**src/rtl/falafel_pkg.sv**
```systemverilog
// falafel_pkg: shared types and constants for the falafel core <-> LSU path.
//   header_data_t      : one free-list header {addr, size, next_addr}
//   header_data_req_t  : core -> LSU request {val, lsu_op, header_data}
//   header_data_rsp_t  : LSU -> core response {val, header_data}
//   req_lsu_op_e       : LOCK, UNLOCK, LOAD, INSERT, DELETE
//   lsu_access()       : word access (we/addr/wdata) for a given op and step
package falafel_pkg;

  localparam int unsigned DATA_W = 64;

  // Allocator lock word location and the next_addr word offset within a header.
  localparam logic [DATA_W-1:0] LOCK_ADDR   = 64'h0;
  localparam logic [DATA_W-1:0] NEXT_OFFSET = 64'h8;

  typedef enum logic [2:0] {
    LOCK   = 3'd0,
    UNLOCK = 3'd1,
    LOAD   = 3'd2,
    INSERT = 3'd3,
    DELETE = 3'd4
  } req_lsu_op_e;

  typedef struct packed {
    logic [DATA_W-1:0] addr;
    logic [DATA_W-1:0] size;
    logic [DATA_W-1:0] next_addr;
  } header_data_t;

  typedef struct packed {
    logic         val;
    req_lsu_op_e  lsu_op;
    header_data_t header_data;
  } header_data_req_t;

  typedef struct packed {
    logic         val;
    header_data_t header_data;
  } header_data_rsp_t;

  typedef struct packed {
    logic              we;
    logic [DATA_W-1:0] addr;
    logic [DATA_W-1:0] wdata;
  } mem_access_t;

  // Word access performed by `op` at access index `step`. Address sums wrap.
  function automatic mem_access_t lsu_access(input req_lsu_op_e       op,
                                             input logic [1:0]        step,
                                             input header_data_t      hdr,
                                             input logic [DATA_W-1:0] lock_addr,
                                             input logic [DATA_W-1:0] next_offset);
    mem_access_t acc;
    acc = '0;
    case (op)
      LOAD: begin
        acc.we   = 1'b0;
        acc.addr = (step == 2'd0) ? hdr.addr : hdr.addr + next_offset;
      end
      INSERT: begin
        acc.we = 1'b1;
        if (step == 2'd0) begin
          acc.addr  = hdr.addr;
          acc.wdata = hdr.size;
        end else begin
          acc.addr  = hdr.addr + next_offset;
          acc.wdata = hdr.next_addr;
        end
      end
      DELETE: begin
        acc.we    = 1'b1;
        acc.addr  = hdr.addr + next_offset;
        acc.wdata = hdr.next_addr;
      end
      LOCK: begin
        // Step 0 polls the lock word, step 1 claims it.
        acc.we    = (step != 2'd0);
        acc.addr  = lock_addr;
        acc.wdata = (step != 2'd0) ? {{(DATA_W-1){1'b0}}, 1'b1} : {DATA_W{1'b0}};
      end
      UNLOCK: begin
        acc.we    = 1'b1;
        acc.addr  = lock_addr;
        acc.wdata = {DATA_W{1'b0}};
      end
      default: acc = '0;
    endcase
    return acc;
  endfunction

  // True when `step` is the final access of `op`.
  function automatic logic lsu_last_step(input req_lsu_op_e op, input logic [1:0] step);
    case (op)
      LOAD, INSERT, LOCK: lsu_last_step = (step == 2'd1);
      DELETE, UNLOCK:     lsu_last_step = (step == 2'd0);
      default:            lsu_last_step = 1'b1;
    endcase
  endfunction

  // True for the five defined ops; anything else responds without memory traffic.
  function automatic logic lsu_op_known(input req_lsu_op_e op);
    case (op)
      LOCK, UNLOCK, LOAD, INSERT, DELETE: lsu_op_known = 1'b1;
      default:                            lsu_op_known = 1'b0;
    endcase
  endfunction

endpackage

```
**src/rtl/falafel_lsu.sv**
```systemverilog
// falafel_lsu: load/store unit for falafel_core. Accepts one header-level
// request at a time, expands it into word accesses on a single-outstanding
// req/gnt/rvalid memory port and returns a one-cycle response.
// Ports:
//   clk_i, rst_ni     clock, synchronous active-low reset
//   req_from_core_i   request {val, lsu_op, header_data}
//   lsu_ready_o       high only in IDLE
//   rsp_to_core_o     response {val, header_data}, val pulses for one cycle
//   mem_req_o/we/addr/wdata  registered memory request, held until mem_gnt_i
//   mem_gnt_i, mem_rvalid_i, mem_rdata_i  memory handshake and read data
module falafel_lsu #(
  parameter logic [falafel_pkg::DATA_W-1:0] LOCK_ADDR   = falafel_pkg::LOCK_ADDR,
  parameter logic [falafel_pkg::DATA_W-1:0] NEXT_OFFSET = falafel_pkg::NEXT_OFFSET
) (
  input  logic                           clk_i,
  input  logic                           rst_ni,
  input  falafel_pkg::header_data_req_t  req_from_core_i,
  output logic                           lsu_ready_o,
  output falafel_pkg::header_data_rsp_t  rsp_to_core_o,
  output logic                           mem_req_o,
  output logic                           mem_we_o,
  output logic [falafel_pkg::DATA_W-1:0] mem_addr_o,
  output logic [falafel_pkg::DATA_W-1:0] mem_wdata_o,
  input  logic                           mem_gnt_i,
  input  logic                           mem_rvalid_i,
  input  logic [falafel_pkg::DATA_W-1:0] mem_rdata_i
);
  import falafel_pkg::*;

  typedef enum logic [1:0] {
    S_IDLE  = 2'd0,
    S_ISSUE = 2'd1,
    S_WAIT  = 2'd2,
    S_RESP  = 2'd3
  } lsu_state_e;

  lsu_state_e        state_r, state_s;
  logic [1:0]        step_q, step_s;
  req_lsu_op_e       op_r, op_s;
  header_data_t      hdr_r, hdr_s;
  mem_access_t       acc_s;
  logic              ready_r;
  header_data_rsp_t  rsp_r;
  logic              mem_req_r, mem_we_r;
  logic [DATA_W-1:0] mem_addr_r, mem_wdata_r;

  // Next-state, step and captured-header logic for the op sequencer.
  always_comb begin
    state_s = state_r;
    step_s  = step_q;
    op_s    = op_r;
    hdr_s   = hdr_r;
    case (state_r)
      S_IDLE: begin
        // ready_r is high in IDLE, so val alone qualifies acceptance here.
        if (req_from_core_i.val) begin
          op_s   = req_from_core_i.lsu_op;
          hdr_s  = req_from_core_i.header_data;
          step_s = 2'd0;
          if (lsu_op_known(req_from_core_i.lsu_op)) begin
            state_s = S_ISSUE;
          end else begin
            state_s = S_RESP;
          end
        end else begin
          state_s = S_IDLE;
        end
      end
      S_ISSUE: begin
        if (mem_gnt_i) begin
          state_s = S_WAIT;
        end else begin
          state_s = S_ISSUE;
        end
      end
      S_WAIT: begin
        if (mem_rvalid_i) begin
          if (op_r == LOAD) begin
            if (step_q == 2'd0) begin
              hdr_s.size = mem_rdata_i;
            end else begin
              hdr_s.next_addr = mem_rdata_i;
            end
          end else begin
            hdr_s = hdr_r;
          end
          // A held lock keeps the sequencer spinning on the same poll.
          if ((op_r == LOCK) && (step_q == 2'd0) && (mem_rdata_i != {DATA_W{1'b0}})) begin
            state_s = S_ISSUE;
          end else if (lsu_last_step(op_r, step_q)) begin
            state_s = S_RESP;
          end else begin
            step_s  = step_q + 2'd1;
            state_s = S_ISSUE;
          end
        end else begin
          state_s = S_WAIT;
        end
      end
      S_RESP:  state_s = S_IDLE;
      default: state_s = S_IDLE;
    endcase
    acc_s = lsu_access(op_s, step_s, hdr_s, LOCK_ADDR, NEXT_OFFSET);
  end

  // State, captured request and registered outputs decoded from the next state.
  always_ff @(posedge clk_i) begin
    if (!rst_ni) begin
      state_r     <= S_IDLE;
      step_q      <= 2'd0;
      op_r        <= LOCK;
      hdr_r       <= '0;
      ready_r     <= 1'b1;
      rsp_r       <= '0;
      mem_req_r   <= 1'b0;
      mem_we_r    <= 1'b0;
      mem_addr_r  <= {DATA_W{1'b0}};
      mem_wdata_r <= {DATA_W{1'b0}};
    end else begin
      state_r                 <= state_s;
      step_q                  <= step_s;
      op_r                    <= op_s;
      hdr_r                   <= hdr_s;
      ready_r                 <= (state_s == S_IDLE);
      rsp_r.val               <= (state_s == S_RESP);
      rsp_r.header_data       <= (state_s == S_RESP) ? hdr_s : '0;
      mem_req_r               <= (state_s == S_ISSUE);
      mem_we_r                <= (state_s == S_ISSUE) && acc_s.we;
      mem_addr_r              <= (state_s == S_ISSUE) ? acc_s.addr : {DATA_W{1'b0}};
      mem_wdata_r             <= (state_s == S_ISSUE) ? acc_s.wdata : {DATA_W{1'b0}};
    end
  end

  assign lsu_ready_o   = ready_r;
  assign rsp_to_core_o = rsp_r;
  assign mem_req_o     = mem_req_r;
  assign mem_we_o      = mem_we_r;
  assign mem_addr_o    = mem_addr_r;
  assign mem_wdata_o   = mem_wdata_r;

endmodule

```
**config.mk**
```make
export PLATFORM = sky130hd
export DESIGN_NAME = falafel_lsu
export DESIGN_NICKNAME = d
export VERILOG_FILES = /design/src/rtl/falafel_pkg.sv /design/src/rtl/falafel_lsu.sv
export SDC_FILE = /design/constraint.sdc
export NUM_CORES = 1
export LEC_CHECK = 0
export BUFFER_PORTS_ARGS = -buffer_cell sky130_fd_sc_hd__buf_4
export CORE_AREA = 2 2 227 229
export CTS_CLUSTER_SIZE = 20
export DETAILED_ROUTE_END_ITERATION = 12
export DIE_AREA = 0 0 229 231
export PLACE_DENSITY_LB_ADDON = 0.25
export SYNTH_ARGS = -nofsm -noshare
export SYNTH_HDL_FRONTEND = slang
export SYNTH_SLANG_ARGS = --single-unit
```
**constraint.sdc**
```tcl
create_clock -name clk_i -period 5.15 [get_ports clk_i]
set_clock_uncertainty 0.2 [all_clocks]
set_input_delay 0.2575 -clock clk_i [delete_from_list [all_inputs] [get_ports clk_i]]
set_output_delay 0.2575 -clock clk_i [all_outputs]
set_load 0.02 [all_outputs]
```
==> results of run 1 <==
cell type report:
type                            count  area (um2)  area share
Sequential cell                   523       10500       0.355
Multi-Input combinational cell   1488        8820       0.299
Timing Repair Buffer              886        7380       0.250
Clock buffer                       77        1540      0.0521
Tap cell                          680         851      0.0288
Clock inverter                     20         305      0.0103
Inverter                           41         156     0.00529
Antenna cell                        8        20.0    0.000678
worst reg2reg max path, delay by kind of cell (launching register included):
family / cells / cell delay, ns
compound gates: 2 / 0.48
mux: 1 / 0.47
buf+inv: 1 / 0.43
simple gates: 3 / 1.65
flops: 1 / 0.74
xor+xnor: 1 / 0.19
sequential cells by signal, summed over array words and instances (netlist names):
register and cells:
rsp_to_core_o 193, lsu_ready_o 1, mem_req_o 1, mem_addr_o 64, step_q 2, mem_wdata_o 64
op_r 3, mem_we_o 1, hdr_r 192, state_r 2
layout by cell type (no fill, tap or decap), types with 8 or more instances in the layout:
cell / instances
nand4_1: 47
dfxtp_1: 521
clkbuf_1: 13
nand3_1: 57
mux2i_1: 97
a21o_1: 11
clkbuf_16: 54
nand2b_1: 85
xnor2_1: 9
nor3b_1: 24
o22a_1: 86
dlygate4sd3_1: 271
nor3_1: 23
nor4_1: 26
buf_4: 611
a31oi_1: 21
nand2_1: 109
and2_1: 58
a31o_2: 15
a222oi_1: 15
nor2b_1: 54
a21oi_1: 171
inv_1: 40
o22ai_1: 39
clkbuf_8: 10
diode_2: 8
o21ai_0: 77
nor2_1: 353
report_power, final:
part	switching, mW	total [mW]	internal [mW]
Clock	1.65	4.08	2.43
Combinational	0.933	1.67	0.736
Sequential	0.102	4.35	4.25
Total	2.68	10.1	7.41
routing by layer:
layer	track usage	up-vias
li1	-	9285
met5	0	-
met2	0.499	951
met1	0.356	9970
met3	0.0789	213
met4	0.139	2
cells by family (layout without fill, tap and decap cells):
family,after synthesis,after routing
compound gates,486,486
other cells,0,8
buf+inv,187,1024
mux,100,100
xor+xnor,13,13
simple gates,886,886
fa+ha+maj,3,3
flops,523,523
per-stage QoR:
step	total power, mW	hold slack [ns]	cells	setup WS (ns)
CTS	10.1	0.00185	3715	0.886
floorplan	5.28	0.194	2198	1.60
finish	10.1	0.0327	3723	0.834
detailed placement	5.88	0.290	3347	0.926
global route	10.5	0.0378	3720	0.647
global placement	5.86	0.277	3347	0.944
worst min-delay path by stage:
stage                     slack [ns]  cells after the start    endpoint
after floorplan                 0.19                      2     op_r[1]
after global placement          0.28                      2   step_q[1]
after detailed placement        0.29                      2   step_q[1]
after CTS                      0.002                      5  hdr_r[111]
after global routing            0.04                      5   hdr_r[82]
final                           0.03                      5  hdr_r[111]
repair_timing:
action	4_1_cts	5_1_grt
hold endpoints to repair	439	0
resized for setup	0	0
setup buffers	0	0
hold buffers	271	0
==> flow_metrics.tcl, run 1 <==
set metrics [dict create \
    peakVddDrop_v 0.000303 \
    cp-startpoint "state_r[1]" \
    cts.path.max_buffers 3 \
    row_count 83 \
    place_area_mm2 0.0250 \
    synth-simple-area-share 0.222 \
    setup_viol 0 \
    drt_iter0_drc 1954 \
    portBuffers 587 \
    worst_setup_path_end_kind "register" \
    hold_viol 0 \
    crit_end "mem_addr_o[60]" \
    route.vias.total 20421 \
    post_drt_wl_per_cell_um 22.0 \
    core-area_mm2 0.0507 \
    min_from "req_from_core_i[111]" \
    final_util 0.583 \
    yosysMostFrequentCell "dfxtp_1" \
    routed_wl_um 82000 \
    synth-compound-area-share 0.157 \
    route.layer.met1.wl_um 32600 \
    ys_types 78 \
    drcViolationCount 0 \
    final_nets 3261 \
    rsz0062_at_grt "no" \
    path_delay_family "simple AND/OR/NAND/NOR gates" \
    synth_edf_count 0 \
    cts.clk_slew.worst_paths_ns 0.06 \
    wl_met3_um 6650 \
    root_buffer "clkbuf_16" \
    synthArstFlopShare 0 \
    antenna_found_initial 6 \
    h-tree-depth 2 \
    viasPerCell 5.49 \
    slew_violations 0 \
    synth_fa_ha_area_frac 0.00188 \
    period_needed_ns 4.32 \
    io_pins 588 \
    seq_area_frac_synth 0.523 \
    worstReg2RegEnd "mem_addr_o[60]" \
    synth_cells 2198 \
    reg2reg_from "state_r[1]" \
    hold_path_class "in2reg" \
    p_leak_nw 12.0 \
    ff2ff_path_depth 8 \
    rrSetupSlack_ns 0.83 \
    grt_overflow 0 \
    crit_slowest_cell "dfxtp_2" \
    grt_use_total 0.298 \
    crit_cells 8 \
    outcome "finished clean" \
    top_layer "met5" \
    syn_avg_cell_area_um2 9.11 \
    first_global_vias 20360 \
    grt_pass1_wl_um 122000 \
    yosys.area.top_type_share 0.523 \
    netlist_area_mm2 0.0200 \
    syn_nets 2465 \
    worst_ep_required_time_ns 5.40 \
    clk_latency_ns 0.60 \
    drive_above_1_share 0.247 \
    cp.buffers_inverters 1 \
    synth_seq_cells 523 \
    dr.pass1.iters 6 \
    fin_area_mm2 0.0295 \
    synth_top_family_by_area "simple AND/OR/NAND/NOR gates" \
    crit_type "reg2reg" \
    critPathArrivalTime_ns 4.57 \
    timing.fmax_mhz 232 \
    synth_largest_area_cell "dfxtp_1" \
    critPathMaxStageDelay_ns 0.74 \
    filler_cell_count 4388 \
    tightest_slew_ns 1.29 \
    syn_to_final_growth_pct 47.6 \
    synthTopCellsByArea "dfxtp_1 52%, nor2_1 6.6%, mux2i_1 4.9%" \
    crit_chain "or3b_4 -> buf_4 -> mux2i_1 -> o221ai_2 -> nor3_1 -> nand4b_1 -> xnor2_1 -> o22ai_1" \
    synthFlopType "dfxtp_1" \
    cts_tree "yes" \
    die_h_um 231 \
    numCtsBuffers 54 \
    p_per_area_mw_per_mm2 342 \
    critPathLaunchType "register" \
    cap_violations 0 \
    dieArea_mm2 0.0529 \
    dp_hpwl_um 55600 \
    die_w_um 229 \
    fin_crit_sh 0.838 \
    ys_warn_count 0 \
    cp_max_fo 35 \
    cts_sinks 523 \
    final_antenna_net_count 0 \
    yosys.area_share.xor_xnor 0.00569 \
    synth_common_cells "523 x dfxtp_1, 354 x nor2_1, 172 x a21oi_1" \
    start_util 0.395 \
    globalplace.congestion 0.925 \
    dr_wl_met2_um 38800 \
    setup_tns_ns 0 \
    synthMuxAreaShare 0.0502 \
    max-slew-margin-rel 0.136 \
    grt_max_degree 113 \
]
Power figures use the tool's default switching activity.
==> run 2: changes to the inputs <==
ABC_AREA = 1   (was unset)
CORE_AREA = 2 2 230 232   (was 2 2 227 229)
DIE_AREA = 0 0 232 234   (was 0 0 229 231)
clock period = 4.1 ns   (was 5.15 ns; I/O delays follow)
==> flow_metrics.tcl, run 2 <==
set metrics [dict create \
    outcome "finished clean" \
    die_w_um 232 \
    worst_ep_required_time_ns 4.38 \
    fin_crit_sh 0.939 \
    p_switching_mw 4.38 \
    synthFlopType "dfxtp_1" \
    yosysMostFrequentCell "nor2_1" \
    tightest_slew_ns 1.12 \
    first_global_vias 22900 \
    cts.path.max_buffers 3 \
    root_buffer "clkbuf_16" \
    setup_tns_ns 0 \
    hold_path_class "in2reg" \
    fin_area_mm2 0.0319 \
    period_needed_ns 3.85 \
    viasPerCell 5.28 \
    start_util 0.418 \
    yosys.area.top_type_share 0.481 \
    final_cell_mix "682 x nor2_1, 630 x buf_4, 530 x nand2_1" \
    routed_wl_um 92300 \
    final_nets 4110 \
    core-area_mm2 0.0520 \
    rrSetupSlack_ns 0.25 \
    synthArstFlopShare 0 \
    seq_area_frac_synth 0.481 \
    syn_avg_cell_area_um2 7.28 \
    cts.clk_slew.worst_paths_ns 0.06 \
    multi_input_area_mm2 0.00947 \
    critPathArrivalTime_ns 4.13 \
    filler_cell_count 4515 \
    clk_latency_ns 0.60 \
    p_per_area_mw_per_mm2 447 \
    pwr-share-comb 0.242 \
    cp_max_fo 113 \
    synth_common_cells "686 x nor2_1, 533 x nand2_1, 523 x dfxtp_1" \
    max-slew-margin-rel 0.254 \
    cap_violations 0 \
    seqCellArea_mm2 0.0105 \
    critPathLaunchType "register" \
    ys_types 51 \
    synth_edf_count 0 \
    grt_pass1_wl_um 135000 \
    grt_max_degree 114 \
    die_h_um 234 \
    netlist_area_mm2 0.0218 \
    synth_seq_cells 523 \
    dr.pass1.iters 6 \
    worst_setup_path_end_kind "register" \
    dp_hpwl_um 61600 \
    crit_type "reg2reg" \
    portBuffers 587 \
    antenna_found_initial 3 \
    synth_largest_area_cell "dfxtp_1" \
    largest_register_ffs 193 \
    slew_violations 0 \
    swShare 0.307 \
    io_pins 588 \
    p_int_mw 9.89 \
    final_antenna_net_count 0 \
    h-tree-depth 2 \
    final_common_cell "nor2_1" \
    synthTopCellsByArea "dfxtp_1 48%, nor2_1 12%, nand2_1 9.2%" \
    p_leak_nw 14.6 \
    ys_warn_count 0 \
    hold_viol 0 \
    place_area_mm2 0.0268 \
    peakVddDrop_v 0.000301 \
    grt_use_total 0.323 \
    drive_above_1_share 0.220 \
    row_count 84 \
    grt_overflow 0 \
    syn_to_final_growth_pct 46.9 \
    numCtsBuffers 54 \
    syn_nets 3256 \
    pwr-share-clk 0.365 \
    power.share.sequential 0.393 \
    route.vias.total 24203 \
    cts_tree "yes" \
    final_util 0.614 \
    setup_viol 0 \
    cts_sinks 523 \
    globalplace.congestion 0.945 \
    post_drt_wl_per_cell_um 20.1 \
    drcViolationCount 0 \
    rsz0062_at_grt "no" \
    timing.fmax_mhz 260 \
    drt_iter0_drc 2176 \
    dieArea_mm2 0.0543 \
    synth_cells 2989 \
]
## run 2: logic make-up (layout without fill, tap and decap cells)
kind of cell             count (synthesis)  after routing  share of synthesized area
XOR/XNOR                                 5              5                    0.00201
other                                    0              6                          0
buffers and inverters                  463           1359                     0.0863
multiplexers                             3              3                    0.00138
AND/OR/NAND/NOR                       1593           1594                      0.311
AO/OA/AOI/OAI                          399            399                      0.116
adder cells (fa/ha/maj)                  3              3                    0.00173
flip-flops                             523            523                      0.481
## run 2: final cells by class
| type | count | share of cell area |
|---|---|---|
| sequential | 523 | 0.328 |
| timing repair buffer | 964 | 0.255 |
| tap | 688 | 0.0269 |
| multi-input combinational | 2004 | 0.297 |
| clock inverter | 20 | 0.00971 |
| clock buffer | 79 | 0.0484 |
| inverter | 296 | 0.0354 |
| antenna | 6 | 0.000470 |
## run 2: power groups by stage
stage,clock network [mW],registers (mW),logic (mW)
floorplan,0,5.83,1.70
global placement,0,5.70,2.94
detailed placement,0,5.71,2.95
CTS,5.26,5.60,3.38
global route,5.45,5.64,3.73
finish,5.21,5.61,3.45
## run 2: timing repair
action                                  CTS  global route
hold endpoints to repair                497             0
gates resized for setup                   0             2
buffers inserted                          0             1
endpoints found under the setup margin    0            96
hold buffers                            327             0
## run 2: final timing paths
kind | startpoint | to | cells after the start
max | state_r[1] | rsp_to_core_o[55] | 14
max reg2reg | state_r[1] | rsp_to_core_o[55] | 14
min reg2reg | hdr_r[124] | hdr_r[124] | 2
min | req_from_core_i[195] | hdr_r[138] | 4
## run 2: per-layer routing
layer / wire length (um) / GRT usage / vias up
met3: 7760 / 0.0631 / 295
li1: - / - / 11345
met4: 5250 / 0.175 / 0
met1: 35300 / 0.389 / 11229
met2: 43900 / 0.545 / 1334
met5: 0 / 0 / -
## run 2: per-stage QoR
stage                     std cells  total power, mW  setup WS [ns]  hold slack, ns
after floorplan                2989             7.53           1.51           0.103
after global placement         4146             8.64          0.598           0.286
after detailed placement       4146             8.66          0.569           0.293
after CTS                      4572             14.2         0.0244         0.00371
after global routing           4577             14.8         0.0192          0.0545
final                          4580             14.3          0.250          0.0224
## run 2: critical path, stage by stage (launching register included)
cell and delay (ns):
dfxtp_1 0.57, nor2_4 0.12, nand2_8 0.10, inv_2 0.04
buf_4 0.21, nand2_1 0.11, inv_2 0.05, o21ai_0 0.12
nand3_1 0.12, dlygate4sd3_1 0.60, nand2_1 0.09, nor2_1 0.05
bufinv_8 0.61, buf_4 0.46, nor2_1 0.09
